### config.mk
export PLATFORM = sky130hd
export DESIGN_NAME = button_event_decoder
export DESIGN_NICKNAME = d
export VERILOG_FILES = /design/src/rtl/button_event_decoder.sv
export SDC_FILE = /design/constraint.sdc
export NUM_CORES = 1
export LEC_CHECK = 0
export BUFFER_PORTS_ARGS = -buffer_cell sky130_fd_sc_hd__buf_2
export CORE_UTILIZATION = 65
export CTS_BUF_LIST = sky130_fd_sc_hd__clkbuf_4 sky130_fd_sc_hd__clkbuf_8 sky130_fd_sc_hd__clkbuf_16
export CTS_CLUSTER_SIZE = 24
export DETAILED_ROUTE_END_ITERATION = 6
export GPL_ROUTABILITY_DRIVEN = 1
export PLACE_DENSITY = 0.82
export SLEW_MARGIN = 20
export SYNTH_ARGS = -nofsm -noshare
export SYNTH_HDL_FRONTEND = slang
export SYNTH_SLANG_ARGS = --single-unit
### constraint.sdc
create_clock -name clk -period 3.45 [get_ports clk]
set_input_delay 0.5175 -clock clk [delete_from_list [all_inputs] [get_ports clk]]
set_output_delay 0.5175 -clock clk [all_outputs]
set_load 0.02 [all_outputs]
### src/rtl/button_event_decoder.sv
// button_event_decoder: conditions a raw, bouncing push-button into a clean
// debounced level plus single-cycle press / release / click / long-press strobes.
// Pipeline: 2-FF synchronizer -> debounce filter -> press-classification FSM.
module button_event_decoder #(
    parameter int DEBOUNCE_CYCLES   = 1000000,
    parameter int LONG_PRESS_CYCLES = 50000000,
    parameter bit BTN_ACTIVE_LOW    = 1'b0
) (
    input  logic clk,
    input  logic rst,
    input  logic btn_in,
    output logic btn_level,
    output logic press_pulse,
    output logic release_pulse,
    output logic click_pulse,
    output logic long_press_pulse
);

    localparam int DEB_W  = $clog2(DEBOUNCE_CYCLES) + 1;
    localparam int HOLD_W = $clog2(LONG_PRESS_CYCLES) + 1;

    localparam logic [DEB_W-1:0]  DEB_LAST  = DEB_W'(DEBOUNCE_CYCLES - 1);
    localparam logic [HOLD_W-1:0] HOLD_LAST = HOLD_W'(LONG_PRESS_CYCLES - 1);

    // The released pin level equals BTN_ACTIVE_LOW (high when active-low).
    localparam logic PIN_IDLE = BTN_ACTIVE_LOW;

    typedef enum logic [1:0] {
        IDLE,
        PRESSED,
        LONG
    } state_t;

    logic sync1_q, sync1_d;
    logic sync2_q, sync2_d;
    logic raw;

    logic             level_q, level_d;
    logic [DEB_W-1:0] deb_cnt_q, deb_cnt_d;
    logic             accept;
    logic             rise;
    logic             fall;

    state_t            state_q, state_d;
    logic [HOLD_W-1:0] hold_cnt_q, hold_cnt_d;
    logic              press_q, press_d;
    logic              release_q, release_d;
    logic              click_q, click_d;
    logic              long_q, long_d;

    // Synchronizer next-state: two flops in series, then polarity normalisation.
    always_comb begin
        sync1_d = btn_in;
        sync2_d = sync1_q;
        raw     = sync2_q ^ BTN_ACTIVE_LOW;
    end

    // Synchronizer registers; reset loads the released pin level.
    always_ff @(posedge clk) begin
        if (rst) begin
            sync1_q <= PIN_IDLE;
            sync2_q <= PIN_IDLE;
        end else begin
            sync1_q <= sync1_d;
            sync2_q <= sync2_d;
        end
    end

    // Debounce: accept a new level only after DEBOUNCE_CYCLES consecutive differing samples.
    always_comb begin
        level_d   = level_q;
        deb_cnt_d = deb_cnt_q;
        accept    = 1'b0;
        if (raw == level_q) begin
            deb_cnt_d = '0;
        end else if (deb_cnt_q == DEB_LAST) begin
            level_d   = raw;
            deb_cnt_d = '0;
            accept    = 1'b1;
        end else begin
            deb_cnt_d = deb_cnt_q + DEB_W'(1);
        end
        rise = accept & raw;
        fall = accept & ~raw;
    end

    // Debounce registers.
    always_ff @(posedge clk) begin
        if (rst) begin
            level_q   <= 1'b0;
            deb_cnt_q <= '0;
        end else begin
            level_q   <= level_d;
            deb_cnt_q <= deb_cnt_d;
        end
    end

    // Classification FSM: strobes are decided on the same edge the debounced level
    // changes, so each strobe lines up with the first cycle of the new level.
    // A release on the long-threshold edge is checked first and therefore wins.
    always_comb begin
        state_d    = state_q;
        hold_cnt_d = hold_cnt_q;
        press_d    = 1'b0;
        release_d  = 1'b0;
        click_d    = 1'b0;
        long_d     = 1'b0;
        unique case (state_q)
            IDLE: begin
                if (rise) begin
                    press_d    = 1'b1;
                    hold_cnt_d = '0;
                    state_d    = PRESSED;
                end
            end
            PRESSED: begin
                if (fall) begin
                    release_d = 1'b1;
                    click_d   = 1'b1;
                    state_d   = IDLE;
                end else if (hold_cnt_q == HOLD_LAST) begin
                    long_d  = 1'b1;
                    state_d = LONG;
                end else begin
                    hold_cnt_d = hold_cnt_q + HOLD_W'(1);
                end
            end
            LONG: begin
                // hold_cnt is frozen here so it can never wrap on very long holds.
                if (fall) begin
                    release_d = 1'b1;
                    state_d   = IDLE;
                end
            end
            default: begin
                state_d = IDLE;
            end
        endcase
    end

    // FSM state, hold counter and registered strobes.
    always_ff @(posedge clk) begin
        if (rst) begin
            state_q    <= IDLE;
            hold_cnt_q <= '0;
            press_q    <= 1'b0;
            release_q  <= 1'b0;
            click_q    <= 1'b0;
            long_q     <= 1'b0;
        end else begin
            state_q    <= state_d;
            hold_cnt_q <= hold_cnt_d;
            press_q    <= press_d;
            release_q  <= release_d;
            click_q    <= click_d;
            long_q     <= long_d;
        end
    end

    assign btn_level        = level_q;
    assign press_pulse      = press_q;
    assign release_pulse    = release_q;
    assign click_pulse      = click_q;
    assign long_press_pulse = long_q;

endmodule

==> flow_summary.rst, run 1 <==
.. list-table::
   :header-rows: 1

   * - Metric
     - Value
   * - Detailed-routed wire length on met3
     - around 490 um
   * - Number of remaining DRC errors
     - 1
   * - Worst-case register-to-register setup slack
     - approximately 0.79 ns
   * - Post-route setup slack
     - about 0.79 ns
   * - Synth warn
     - 0
   * - Number of placed I/O pins
     - 8
   * - Setup repair after global routing missed its margin
     - false
   * - Fill count
     - around 340
   * - Chip height
     - 71.2 um
   * - CTS hold repair buffers
     - 0
   * - Clock root buffer master
     - clkbuf_8
   * - Final number of hold-violating endpoints
     - 0
   * - Worst IR drop on VDD
     - roughly 0.0005 V
   * - Die width
     - 71.2 um
   * - Maximum level of the CTS H-tree
     - 3
   * - Maximum clock insertion buffer count
     - 2
   * - Worst skew pair latency
     - 0.34 ns
   * - Share of post-route cells with drive strength above 1
     - 0.116
   * - Predominant post-synthesis flop cell
     - dfxtp_1
   * - Maximum number of pins on one net before global-route repair
     - 36
   * - Highest-count cells in the layout ignoring fill and taps
     - dfxtp_1 (57), nor2_1 (39), nand2_1 (30)
   * - Reg area
     - roughly 1100 sq um
   * - Number of standard cells after synthesis
     - ~370
   * - Worst hold slack
     - ~0.39 ns
   * - Final Setup Violations
     - 0
   * - Power density over cell area
     - approximately 430 nW/um^2
   * - Max Fclk
     - around 380 MHz
   * - Number of antenna repair diodes
     - 0
   * - Area grow syn2layout
     - 7.96%
   * - Core Rows
     - 24
   * - Required time of the critical path
     - about 3.7 ns
   * - Finished Layout Cells
     - 430
   * - Uppermost signal routing layer after detailed routing
     - met4
   * - Critical path data arrival time
     - roughly 2.9 ns
   * - Worst-margin pin slew
     - 0.995 ns
   * - Worst clock skew
     - approximately 0.0041 ns
   * - Post-CTS Setup Repair Bufs
     - 0
   * - CP Launch Type
     - flip-flop
   * - Total wire length after detailed routing
     - a little over 7000 um
   * - RePlAce Congestion
     - 0.908
   * - Number of design-rule violations left by the first detailed-router iteration
     - 232
   * - Avg Vias per Cell
     - about 6.5
   * - Pleak
     - 0.00114 uW
   * - DR vias
     - between 2000 and 3000
   * - Final period utilization
     - 0.771
   * - Overall track demand over capacity in global routing
     - 0.313
   * - Count of max-cap constraint violations
     - 0
   * - CTS tree
     - yes
   * - Post-placement setup slack
     - approximately 0.86 ns
   * - Share of the yosys chip area belonging to registers
     - 0.367
   * - Clock slew at reported path FFs
     - roughly 0.070 ns
   * - Number of antenna violations at the first check in global routing
     - 0
   * - Minimum clock period after layout
     - 2.66 ns
   * - Sink count of the clock tree
     - 57
   * - Number of enable flip-flop cells after synthesis
     - 0
   * - Num CTS Buffers
     - 9
   * - Placed instance count
     - around 410
   * - Count of final max-slew check failures
     - 0
   * - Remaining Overflow, GRT
     - 0
   * - Area of the multi-input gates
     - 1760 sq um
   * - FFs w/ async S/R, synth
     - 0
   * - Initial Util
     - 0.696
   * - Post-route antenna net violation count
     - 0
   * - Met2 wirelength from detailed routing
     - approximately 3600 um
   * - Count of cell types in the netlist
     - 54
   * - Worst Setup End Kind
     - flip-flop
   * - Via count of the first global-routing pass
     - around 2800
   * - Largest fanout of any net on the critical path
     - 26
   * - Final-stage net count
     - 381
   * - Violations in the final reports
     - DRC
   * - Wl on met1
     - 2950 um
   * - Die area
     - roughly 5000 sq um
   * - Post-cts repair resize count
     - 0
   * - Net count of the mapped netlist
     - around 380
   * - First drt pass iteration count
     - 7
   * - Synthesized area
     - around 3100 sq um
   * - Avg Synthesized Cell Area
     - between 8 and 9 sq um
   * - Final total power
     - 1460 uW
   * - Global-route wire length before repair
     - about 12000 um
   * - Wire per inst
     - 16.8 um
   * - Number of synthesized register bits
     - 57
   * - TNS Setup
     - 0 ns
   * - Std-Cell Core Area
     - between 4000 and 5000 sq um
   * - Most common cell after layout, fill and taps aside
     - dfxtp_1
   * - Result of the run
     - finished with violations
   * - Port Buf Inserts
     - 7
   * - Worst-case headroom to the max-slew limit
     - 0.337
   * - Final HPWL DP
     - 4720 um
   * - Crit Path Class
     - reg -> reg
   * - Type of the most critical hold path
     - in -> reg
[final cells by class]
| cell class | count | share of cell area |
|---|---|---|
| timing repair buffer | 13 | 0.0238 |
| tap | 52 | 0.0194 |
| inverter | 24 | 0.0268 |
| sequential | 57 | 0.340 |
| multi-input combinational | 268 | 0.523 |
| clock inverter | 7 | 0.0305 |
| clock buffer | 9 | 0.0369 |
[sequential cells by signal, indices dropped and copies added (netlist names)]
register          cells
hold_cnt_q           27
deb_cnt_q            21
state_q               2
btn_level             1
click_pulse           1
long_press_pulse      1
press_pulse           1
raw                   1
release_pulse         1
sync1_q               1
[where the power goes]
group | internal [uW] | switching [uW] | leakage, uW
sequential | 661 | 3.15 | 0.000459
combinational | 29.0 | 57.9 | 0.000574
clock | 413 | 296 | 0.000110
total | 1100 | 357 | 0.00114
[worst max-delay path, cell delays in order, from the launching register on]
cell,delay (ns)
dfxtp_1,0.33
inv_1,0.11
ha_1,0.56
nand4_1,0.15
nor2_1,0.15
or3_1,0.79
a22oi_1,0.22
o32ai_1,0.26
[stage by stage]
step | cell area (sq um) | utilization
6_report | 3360 | 0.751
5_1_grt | 3360 | 0.751
4_1_cts | 3360 | 0.751
3_5_place_dp | 3130 | 0.701
3_3_place_gp | 3130 | 0.701
2_1_floorplan | 3110 | -
[routing by layer]
metal,track usage,up-vias
met2,0.528,97
met4,0.164,0
met5,0,-
met1,0.356,1316
met3,0.0954,18
li1,-,1378
[path summary, 6_finish.rpt]
kind,startpoint,end,depth (start not counted)
hold reg to reg,sync1_q,raw,1
setup / recovery,state_q[1],hold_cnt_q[9],7
setup reg to reg,state_q[1],hold_cnt_q[9],7
hold / removal,btn_in,sync1_q,2
[synthesized netlist by cell type (2+ instances only)]
cell | number | share of area
and4_1 | 11 | 0.031
a22oi_1 | 9 | 0.022
o21ai_0 | 2 | 0.0032
mux2i_1 | 3 | 0.0096
buf_4 | 2 | 0.0048
xnor2_1 | 5 | 0.014
a21oi_1 | 8 | 0.013
a2bb2oi_1 | 4 | 0.011
a22oi_2 | 4 | 0.016
nor2_1 | 39 | 0.047
or3_1 | 10 | 0.020
dfxtp_1 | 57 | 0.37
nor4b_2 | 2 | 0.0096
inv_1 | 24 | 0.029
o22ai_1 | 2 | 0.0040
or4_1 | 5 | 0.012
o221ai_1 | 2 | 0.0056
buf_2 | 9 | 0.014
xor2_1 | 14 | 0.039
nor2b_1 | 2 | 0.0040
nor4_1 | 7 | 0.014
nand4_1 | 22 | 0.044
and3_1 | 8 | 0.016
o21ai_1 | 5 | 0.0080
clkbuf_1 | 7 | 0.0084
and2_1 | 2 | 0.0040
o32ai_1 | 17 | 0.048
or2_2 | 4 | 0.0080
ha_1 | 5 | 0.020
buf_6 | 3 | 0.011
nand3_1 | 25 | 0.040
nand2_1 | 30 | 0.036
[kinds of logic after synthesis]
family,synth area share
flops,0.367
fa+ha+maj,0.0201
xor+xnor,0.0535
mux,0.00965
simple gates,0.322
compound gates,0.160
buf+inv,0.0687
Note: power is estimated with default switching activity, not from simulation.
==> run 2, diff against run 1 <==
--- a/config.mk
+++ b/config.mk
@@ -5,13 +5,14 @@
 export SDC_FILE = /design/constraint.sdc
 export NUM_CORES = 1
 export LEC_CHECK = 0
+export ABC_AREA = 1
 export BUFFER_PORTS_ARGS = -buffer_cell sky130_fd_sc_hd__buf_2
-export CORE_UTILIZATION = 65
+export CORE_UTILIZATION = 57
 export CTS_BUF_LIST = sky130_fd_sc_hd__clkbuf_4 sky130_fd_sc_hd__clkbuf_8 sky130_fd_sc_hd__clkbuf_16
 export CTS_CLUSTER_SIZE = 24
 export DETAILED_ROUTE_END_ITERATION = 6
 export GPL_ROUTABILITY_DRIVEN = 1
-export PLACE_DENSITY = 0.82
+export PLACE_DENSITY = 0.77
 export SLEW_MARGIN = 20
 export SYNTH_ARGS = -nofsm -noshare
 export SYNTH_HDL_FRONTEND = slang
==> constraint.sdc (replaced) <==
create_clock -name clk -period 2.35 [get_ports clk]
set_input_delay 0.3525 -clock clk [delete_from_list [all_inputs] [get_ports clk]]
set_output_delay 0.3525 -clock clk [all_outputs]
set_load 0.02 [all_outputs]
==> run 2 against run 1 <==
Via count rose by 12%. Largest cell class unchanged. First-iteration DRC count fell by 7.3%. Die area rose by 26%. The run now ends clean. Synthesized cell count rose by 36%.
==> flow_summary.rst, run 2 <==
.. list-table::
   :header-rows: 1

   * - Metric
     - Value
   * - Initial Util
     - 0.608 (was 0.696)
   * - Number of enable flip-flop cells after synthesis
     - 0 (unchanged)
   * - Synth warn
     - 0 (unchanged)
   * - Fill count
     - 494 (was 336)
   * - Number of design-rule violations left by the first detailed-router iteration
     - 215 (was 232)
   * - Area share of the largest cell type after synthesis
     - 0.331 (was 0.367)
   * - Final Setup Violations
     - 0 (unchanged)
   * - Critical path data arrival time
     - 2.39 ns (was 2.91 ns)
   * - Required time of the critical path
     - 2.58 ns (was 3.70 ns)
   * - Final core utilization
     - 0.661 (was 0.751)
   * - Final HPWL DP
     - 5220 um (was 4720 um)
   * - Number of standard cells after synthesis
     - 505 (was 371)
   * - Worst-case headroom to the max-slew limit
     - 0.641 (was 0.337)
   * - Buffer and inverter count on the worst path
     - 1 (unchanged)
   * - Remaining Overflow, GRT
     - 0 (unchanged)
   * - Depth of the worst register-to-register path
     - 10 (was 7)
   * - Maximum number of pins on one net before global-route repair
     - 27 (was 36)
   * - Number of remaining DRC errors
     - 0 (was 1)
   * - Die area
     - 6370 sq um (was 5070 sq um)
   * - Internal power of the cells
     - 1720 uW (was 1100 uW)
   * - Delay of the slowest critical-path stage
     - 0.38 ns (was 0.79 ns)
   * - Top cells by area in the synthesized netlist
     - dfxtp_1 (33%), nand2_1 (13%), nor2_1 (10%) (was dfxtp_1 (37%), o32ai_1 (4.8%), nor2_1 (4.7%))
   * - Share of the yosys chip area belonging to registers
     - 0.331 (was 0.367)
   * - Cells traversed along the worst timing path
     - ha_1, nand3_1, nor3_2, nand3_2, nand2_2, nand2_4, nand2_8, inv_2, nor2_1, nor2_1 (was inv_1, ha_1, nand4_1, nor2_1, or3_1, a22oi_1, o32ai_1)
   * - Port Buf Inserts
     - 7 (unchanged)
   * - Number of antenna violations at the first check in global routing
     - 0 (unchanged)
   * - Predominant post-synthesis flop cell
     - dfxtp_1 (unchanged)
   * - Pleak
     - 0.00147 uW (was 0.00114 uW)
   * - Avg Vias per Cell
     - 5.32 (was 6.53)
   * - Final total power
     - 2130 uW (was 1460 uW)
   * - Final period utilization
     - 0.918 (was 0.771)
   * - Clock slew at reported path FFs
     - 0.06 ns (was 0.07 ns)
   * - CP Launch Type
     - flip-flop (unchanged)
   * - Wire per inst
     - 12.8 um (was 16.8 um)
   * - Global-route wire length before repair
     - 12900 um (was 12400 um)
   * - Worst-margin pin slew
     - 0.539 ns (was 0.995 ns)
   * - Family with the most delay on the worst path
     - simple AND/OR/NAND/NOR gates (unchanged)
   * - Endpoint of the lowest-slack register-to-register path
     - hold_cnt_q[20] (was hold_cnt_q[9])
   * - First drt pass iteration count
     - 4 (was 7)
   * - Chip height
     - 79.8 um (was 71.2 um)
   * - Setup repair after global routing missed its margin
     - false (unchanged)
   * - Source of the worst register-to-register timing path
     - hold_cnt_q[1] (was state_q[1])
   * - Overall track demand over capacity in global routing
     - 0.264 (was 0.313)
   * - DR vias
     - 3147 (was 2809)
   * - Max Fclk
     - 463 MHz (was 376 MHz)
   * - Most frequent cell on the critical path
     - nor2_1
   * - Clock share of power
     - 0.533 (was 0.486)
   * - Switching power
     - 417 uW (was 357 uW)
   * - Number of cells traversed by the worst hold path
     - 3 (was 2)
   * - Number of antenna repair diodes
     - 0 (unchanged)
   * - Final number of hold-violating endpoints
     - 0 (unchanged)
   * - Min-Delay Endpoint
     - sync1_q (unchanged)
   * - Count of max-cap constraint violations
     - 0 (unchanged)
   * - Combinational group share of total power
     - 0.012 (was 0.060)
   * - Avg Synthesized Cell Area
     - 6.84 sq um (was 8.39 sq um)
   * - Worst clock skew
     - 0.00679 ns (was 0.00407 ns)
   * - Count of final max-slew check failures
     - 0 (unchanged)
   * - Worst hold start
     - btn_in (unchanged)
   * - Post-CTS Setup Repair Bufs
     - 0 (unchanged)
   * - Share of post-route cells with drive strength above 1
     - 0.154 (was 0.116)
   * - Largest registers
     - hold_cnt_q (27), deb_cnt_q (21), state_q (2) (unchanged)
   * - Type of the most critical hold path
     - in -> reg (unchanged)
   * - Post-placement setup slack
     - 0.264 ns (was 0.862 ns)
   * - Final-stage net count
     - 522 (was 381)
   * - Worst IR drop on VDD
     - 0.000419 V (was 0.000509 V)
   * - TNS Setup
     - 0 ns (unchanged)
   * - Net count of the mapped netlist
     - 513 (was 379)
   * - Post-cts repair resize count
     - 0 (unchanged)
   * - Most common cell after layout, fill and taps aside
     - nand2_1 (was dfxtp_1)
   * - Power density over cell area
     - 569 nW/um^2 (was 435 nW/um^2)
   * - Largest fanout of any net on the critical path
     - 26 (unchanged)
   * - Leading post-synthesis cells by instance count
     - nand2_1 (119), nor2_1 (93), dfxtp_1 (57), inv_1 (55), nand3_1 (48) (was dfxtp_1 (57), nor2_1 (39), nand2_1 (30), nand3_1 (25), inv_1 (24))
   * - CTS tree
     - yes (unchanged)
   * - Finished Layout Cells
     - 591 (was 430)
   * - Worst skew pair latency
     - 0.34 ns (about the same)
   * - Dominant cell type by area after synthesis
     - dfxtp_1 (unchanged)
   * - Result of the run
     - completed (was finished with violations)
   * - Area grow syn2layout
     - 8.63% (was 7.96%)
   * - RePlAce Congestion
     - 0.947 (was 0.908)
   * - Switching Share
     - 0.195 (was 0.244)
   * - Core Rows
     - 27 (was 24)
   * - Number of synthesized register bits
     - 57 (unchanged)
   * - Num CTS Buffers
     - 9 (unchanged)
   * - FFs w/ async S/R, synth
     - 0 (unchanged)
   * - Number of placed I/O pins
     - 8 (unchanged)
   * - Synthesized area
     - 3450 sq um (was 3110 sq um)
   * - Flip-flop count of the largest register after layout
     - 27 (unchanged)
   * - Number of logic stages on the critical path including buffering
     - 10 (was 7)
   * - Std-Cell Core Area
     - 5680 sq um (was 4470 sq um)
   * - Maximum clock insertion buffer count
     - 2 (unchanged)
   * - Placed instance count
     - 575 (was 414)
   * - Worst-case register-to-register setup slack
     - 0.19 ns (was 0.79 ns)
   * - Post-route antenna net violation count
     - 0 (unchanged)
   * - Cell with the most instances after synthesis
     - nand2_1 (was dfxtp_1)
   * - Via count of the first global-routing pass
     - 2810 (was 2790)
   * - Sink count of the clock tree
     - 57 (unchanged)
   * - Maximum level of the CTS H-tree
     - 3 (unchanged)
   * - Highest-count cells in the layout ignoring fill and taps
     - nand2_1 (119), nor2_1 (93), dfxtp_1 (57) (was dfxtp_1 (57), nor2_1 (39), nand2_1 (30))
   * - Most flop-heavy register
     - hold_cnt_q (unchanged)
   * - Worst Setup End Kind
     - flip-flop (unchanged)
   * - Count of cell types in the netlist
     - 41 (was 54)
   * - Die width
     - 79.8 um (was 71.2 um)
   * - Minimum clock period after layout
     - 2.16 ns (was 2.66 ns)
   * - Total wire length after detailed routing
     - 7550 um (was 7250 um)
   * - Post-route setup slack
     - 0.192 ns (was 0.791 ns)
   * - Clock root buffer master
     - clkbuf_8 (unchanged)
   * - Critical-path cell with the highest stage delay
     - dfxtp_1 (was or3_1)
   * - CTS hold repair buffers
     - 0 (unchanged)
   * - Crit Path Class
     - reg -> reg (unchanged)
   * - Part of the power in registers
     - 0.454 (was 0.455)
## run 2: cell types whose count changed after synthesis, sizes merged, moves of 9 or more
cell	before	now
nand2	30	137
o32ai	17	0
and3	9	0
nor2	39	102
or3	10	0
a21oi	8	26
nand4	22	9
nand3	26	50
and4	11	0
inv	24	58
a22oi	13	0
## run 2: kinds of logic (layout without fill, tap and decap cells)
kind of cell / count (synthesis) / count (layout) / share of synthesized area
adders and majority gates: 5 / 5 / 0.0181
AOI/OAI and AO/OA: 36 / 36 / 0.0739
buffers and inverters: 73 / 87 / 0.0957
and+or+nand+nor: 313 / 313 / 0.428
DFF: 57 / 57 / 0.331
xor gates and xnor gates: 21 / 21 / 0.0533
## run 2: worst max path at each step
stage / from / endpoint / slack, ns
2_1_floorplan: deb_cnt_q[0] / hold_cnt_q[13] / 0.66
3_3_place_gp: hold_cnt_q[1] / hold_cnt_q[23] / 0.28
3_5_place_dp: hold_cnt_q[1] / hold_cnt_q[20] / 0.26
4_1_cts: hold_cnt_q[1] / hold_cnt_q[20] / 0.23
5_1_grt: hold_cnt_q[1] / hold_cnt_q[23] / 0.02
6_report: hold_cnt_q[1] / hold_cnt_q[20] / 0.19
## run 2: stage by stage
stage | area [sq um] | hold WS, ns
floorplan | 3450 | 0.388
global placement | 3500 | 0.390
detailed placement | 3500 | 0.396
CTS | 3750 | 0.207
global route | 3750 | 0.211
finish | 3750 | 0.213
## run 2: tightest hold or removal path, cell delays in order
cell,delay (ns)
buf_2,0.07
inv_1,0.03
nor2_1,0.06
## run 2: area by class of cell
class / count / area (sq um) / share of cell area
Clock inverter: 5 / 103 / 0.0274
Inverter: 60 / 225 / 0.0601
Clock buffer: 11 / 145 / 0.0387
Multi-Input combinational cell: 375 / 1980 / 0.528
Timing Repair Buffer: 11 / 65.1 / 0.0174
Tap cell: 72 / 90.1 / 0.0240
Sequential cell: 57 / 1140 / 0.304
## run 2: metal layers
metal,track usage,share of wire
met1,0.364,0.49
met2,0.387,0.42
met3,0.0549,0.067
met4,0.132,0.027
met5,0,0
## run 2: power by group through the flow
stage	clock network (uW)	logic (uW)	registers [uW]
6_report	1140	26.3	969
5_1_grt	1200	29.4	969
4_1_cts	1160	26.3	969
3_5_place_dp	0	26.2	991
3_3_place_gp	0	26.3	991
2_1_floorplan	0	18.8	991
==> run 3, diff against run 2 <==
--- a/config.mk
+++ b/config.mk
@@ -7,12 +7,14 @@
 export LEC_CHECK = 0
 export ABC_AREA = 1
 export BUFFER_PORTS_ARGS = -buffer_cell sky130_fd_sc_hd__buf_2
-export CORE_UTILIZATION = 57
+export CELL_PAD_IN_SITES_DETAIL_PLACEMENT = 1
+export CELL_PAD_IN_SITES_GLOBAL_PLACEMENT = 1
+export CORE_UTILIZATION = 41
 export CTS_BUF_LIST = sky130_fd_sc_hd__clkbuf_4 sky130_fd_sc_hd__clkbuf_8 sky130_fd_sc_hd__clkbuf_16
 export CTS_CLUSTER_SIZE = 24
 export DETAILED_ROUTE_END_ITERATION = 6
 export GPL_ROUTABILITY_DRIVEN = 1
-export PLACE_DENSITY = 0.77
+export PLACE_DENSITY_LB_ADDON = 0.1
 export SLEW_MARGIN = 20
 export SYNTH_ARGS = -nofsm -noshare
 export SYNTH_HDL_FRONTEND = slang
==> run 3 against run 2 <==
Sequential cell count stayed put. Clock power is 26% lower. Via count is 1.0% lower. Clock skew is 0.0034 ns higher. Critical path type unchanged.
==> flow_summary.rst, run 3 (same netlist as run 2, synthesis figures left out) <==
.. list-table::
   :header-rows: 1

   * - Metric
     - Value
   * - Fill count
     - 1081 (was 494)
   * - Most common cell after layout, fill and taps aside
     - nand2_1 (unchanged)
   * - CTS hold repair buffers
     - 0 (unchanged)
   * - Pleak
     - 0.00145 uW (was 0.00147 uW)
   * - Final HPWL DP
     - 6680 um (was 5220 um)
   * - Num CTS Buffers
     - 9 (unchanged)
   * - Overall track demand over capacity in global routing
     - 0.226 (was 0.264)
   * - Required time of the critical path
     - 2.59 ns (was 2.58 ns)
   * - Via count of the first global-routing pass
     - 3084 (was 2810)
   * - CP Launch Type
     - flip-flop (unchanged)
   * - Chip height
     - 93.8 um (was 79.8 um)
   * - Power density over cell area
     - 492 nW/um^2 (was 569 nW/um^2)
   * - Source of the worst register-to-register timing path
     - hold_cnt_q[1] (unchanged)
   * - Count of final max-slew check failures
     - 0 (unchanged)
   * - Delay of the slowest critical-path stage
     - 0.37 ns (was 0.38 ns)
   * - Maximum clock insertion buffer count
     - 2 (unchanged)
   * - Depth of the worst register-to-register path
     - 10 (unchanged)
   * - Largest fanout of any net on the critical path
     - 5 (was 26)
   * - Highest-count cells in the layout ignoring fill and taps
     - nand2_1 (119), nor2_1 (93), dfxtp_1 (57) (unchanged)
   * - Core Rows
     - 33 (was 27)
   * - Switching Share
     - 0.218 (was 0.195)
   * - Worst-case register-to-register setup slack
     - 0.29 ns (was 0.19 ns)
   * - First drt pass iteration count
     - 4 (unchanged)
   * - Maximum level of the CTS H-tree
     - 3 (unchanged)
   * - Result of the run
     - completed (unchanged)
   * - Most flop-heavy register
     - hold_cnt_q (unchanged)
   * - Most frequent cell on the critical path
     - nand3_1 (was nor2_1)
   * - CTS tree
     - yes (unchanged)
   * - Post-route antenna net violation count
     - 0 (unchanged)
   * - Worst-margin pin slew
     - 0.507 ns (was 0.539 ns)
   * - Min-Delay Endpoint
     - sync1_q (unchanged)
   * - Final Setup Violations
     - 0 (unchanged)
   * - Endpoint of the lowest-slack register-to-register path
     - hold_cnt_q[24] (was hold_cnt_q[20])
   * - Number of antenna violations at the first check in global routing
     - 0 (unchanged)
   * - Worst skew pair latency
     - 0.34 ns (about the same)
   * - Avg Vias per Cell
     - 4.99 (was 5.32)
   * - Std-Cell Core Area
     - 8180 sq um (was 5680 sq um)
   * - Max Fclk
     - 485 MHz (was 463 MHz)
   * - Cells traversed along the worst timing path
     - ha_1, inv_1, nor2_1, nand2_1, nor3_1, nand3_1, nand3_1, nand3_1, nand2_1, nor2_1 (was ha_1, nand3_1, nor3_2, nand3_2, nand2_2, nand2_4, nand2_8, inv_2, nor2_1, nor2_1)
   * - Worst hold start
     - btn_in (unchanged)
   * - Post-cts repair resize count
     - 0 (unchanged)
   * - Worst clock skew
     - 0.0102 ns (was 0.00679 ns)
   * - Type of the most critical hold path
     - in -> reg (unchanged)
   * - Share of post-route cells with drive strength above 1
     - 0.154 (unchanged)
   * - Placement Cell Area
     - 3570 sq um (was 3500 sq um)
   * - Final-stage net count
     - 525 (was 522)
   * - Critical path data arrival time
     - 2.31 ns (was 2.39 ns)
   * - Sink count of the clock tree
     - 57 (unchanged)
   * - Initial Util
     - 0.422 (was 0.608)
   * - Remaining Overflow, GRT
     - 0 (unchanged)
   * - Flip-flop count of the largest register after layout
     - 27 (unchanged)
   * - Worst hold slack
     - 0.218 ns (was 0.213 ns)
   * - Die area
     - 8790 sq um (was 6370 sq um)
   * - Port Buf Inserts
     - 7 (unchanged)
   * - Number of placed I/O pins
     - 8 (unchanged)
   * - Number of remaining DRC errors
     - 0 (unchanged)
   * - Total wire length after detailed routing
     - 8990 um (was 7550 um)
   * - Die width
     - 93.8 um (was 79.8 um)
   * - Clock share of power
     - 0.458 (was 0.533)
   * - Final core utilization
     - 0.457 (was 0.661)
   * - Count of max-cap constraint violations
     - 0 (unchanged)
   * - Number of antenna repair diodes
     - 0 (unchanged)
   * - Area of the multi-input gates
     - 1980 sq um (unchanged)
   * - Final design area excluding fillers
     - 3740 sq um (was 3750 sq um)
   * - Final period utilization
     - 0.877 (was 0.918)
   * - Largest registers
     - hold_cnt_q (27), deb_cnt_q (21), state_q (2) (unchanged)
   * - Crit Path Class
     - reg -> reg (unchanged)
   * - Minimum clock period after layout
     - 2.06 ns (was 2.16 ns)
   * - TNS Setup
     - 0 ns (unchanged)
   * - Clock root buffer master
     - clkbuf_8 (unchanged)
   * - Part of the power in registers
     - 0.527 (was 0.454)
   * - Critical-path cell with the highest stage delay
     - dfxtp_1 (unchanged)
   * - Number of cells traversed by the worst hold path
     - 3 (unchanged)
   * - Family with the most delay on the worst path
     - simple AND/OR/NAND/NOR gates (unchanged)
   * - Switching power
     - 402 uW (was 417 uW)
   * - Worst-case headroom to the max-slew limit
     - 0.662 (was 0.641)
   * - Reg area
     - 1140 sq um (unchanged)
   * - Wire per inst
     - 14.4 um (was 12.8 um)
   * - Area grow syn2layout
     - 8.30% (was 8.63%)
   * - DR vias
     - 3115 (was 3147)
   * - Worst IR drop on VDD
     - 0.000292 V (was 0.000419 V)
   * - Maximum number of pins on one net before global-route repair
     - 27 (unchanged)
   * - Buffer and inverter count on the worst path
     - 1 (unchanged)
   * - Final number of hold-violating endpoints
     - 0 (unchanged)
   * - Clock slew at reported path FFs
     - 0.07 ns (was 0.06 ns)
   * - Global-route wire length before repair
     - 15100 um (was 12900 um)
   * - Worst Setup End Kind
     - flip-flop (unchanged)
   * - Internal power of the cells
     - 1440 uW (was 1720 uW)
   * - Setup repair after global routing missed its margin
     - false (unchanged)
   * - Number of design-rule violations left by the first detailed-router iteration
     - 106 (was 215)
   * - Combinational group share of total power
     - 0.016 (was 0.012)
   * - Post-CTS Setup Repair Bufs
     - 0 (unchanged)
   * - RePlAce Congestion
     - 0.823 (was 0.947)
run 3: worst max path at each step:
stage / slack [ns] / cells after the start / from / end
final: 0.29 / 10 / hold_cnt_q[1] / hold_cnt_q[24]
after global routing: 0.06 / 11 / hold_cnt_q[1] / hold_cnt_q[17]
after CTS: 0.27 / 11 / hold_cnt_q[1] / hold_cnt_q[18]
after detailed placement: 0.28 / 11 / hold_cnt_q[1] / hold_cnt_q[18]
after global placement: 0.38 / 10 / hold_cnt_q[1] / hold_cnt_q[20]
after floorplan: 0.66 / 9 / deb_cnt_q[0] / hold_cnt_q[13]
run 3: area by class of cell:
cell class | instances | area share
multi-input combinational | 375 | 0.530
sequential | 57 | 0.305
inverter | 60 | 0.0602
clock buffer | 13 | 0.0462
tap | 105 | 0.0351
timing repair buffer | 14 | 0.0234
run 3: tightest hold or removal path, stage by stage:
cell	delay [ns]
buf_2	0.08
inv_1	0.03
nor2_1	0.06
run 3: power groups by stage:
stage	sequential, uW	clock, uW	combinational [uW]
4_1_cts	969	869	29.4
6_report	969	843	28.8
2_1_floorplan	991	0	18.8
5_1_grt	969	919	32.3
3_5_place_dp	991	0	29.3
3_3_place_gp	991	0	28.6
run 3: per-stage QoR:
stage	total power, uW	worst slack [ns]	instances
floorplan	1010	0.659	505
global placement	1020	0.380	611
detailed placement	1020	0.276	611
CTS	1870	0.271	624
global route	1920	0.0571	624
finish	1840	0.289	624
run 3: routing by layer:
metal,vias up,GRT usage,part of all wire
met3,10,0.0510,0.046
met2,45,0.337,0.43
li1,1602,-,-
met4,0,0.0654,0.012
met1,1458,0.322,0.52
met5,-,0,0
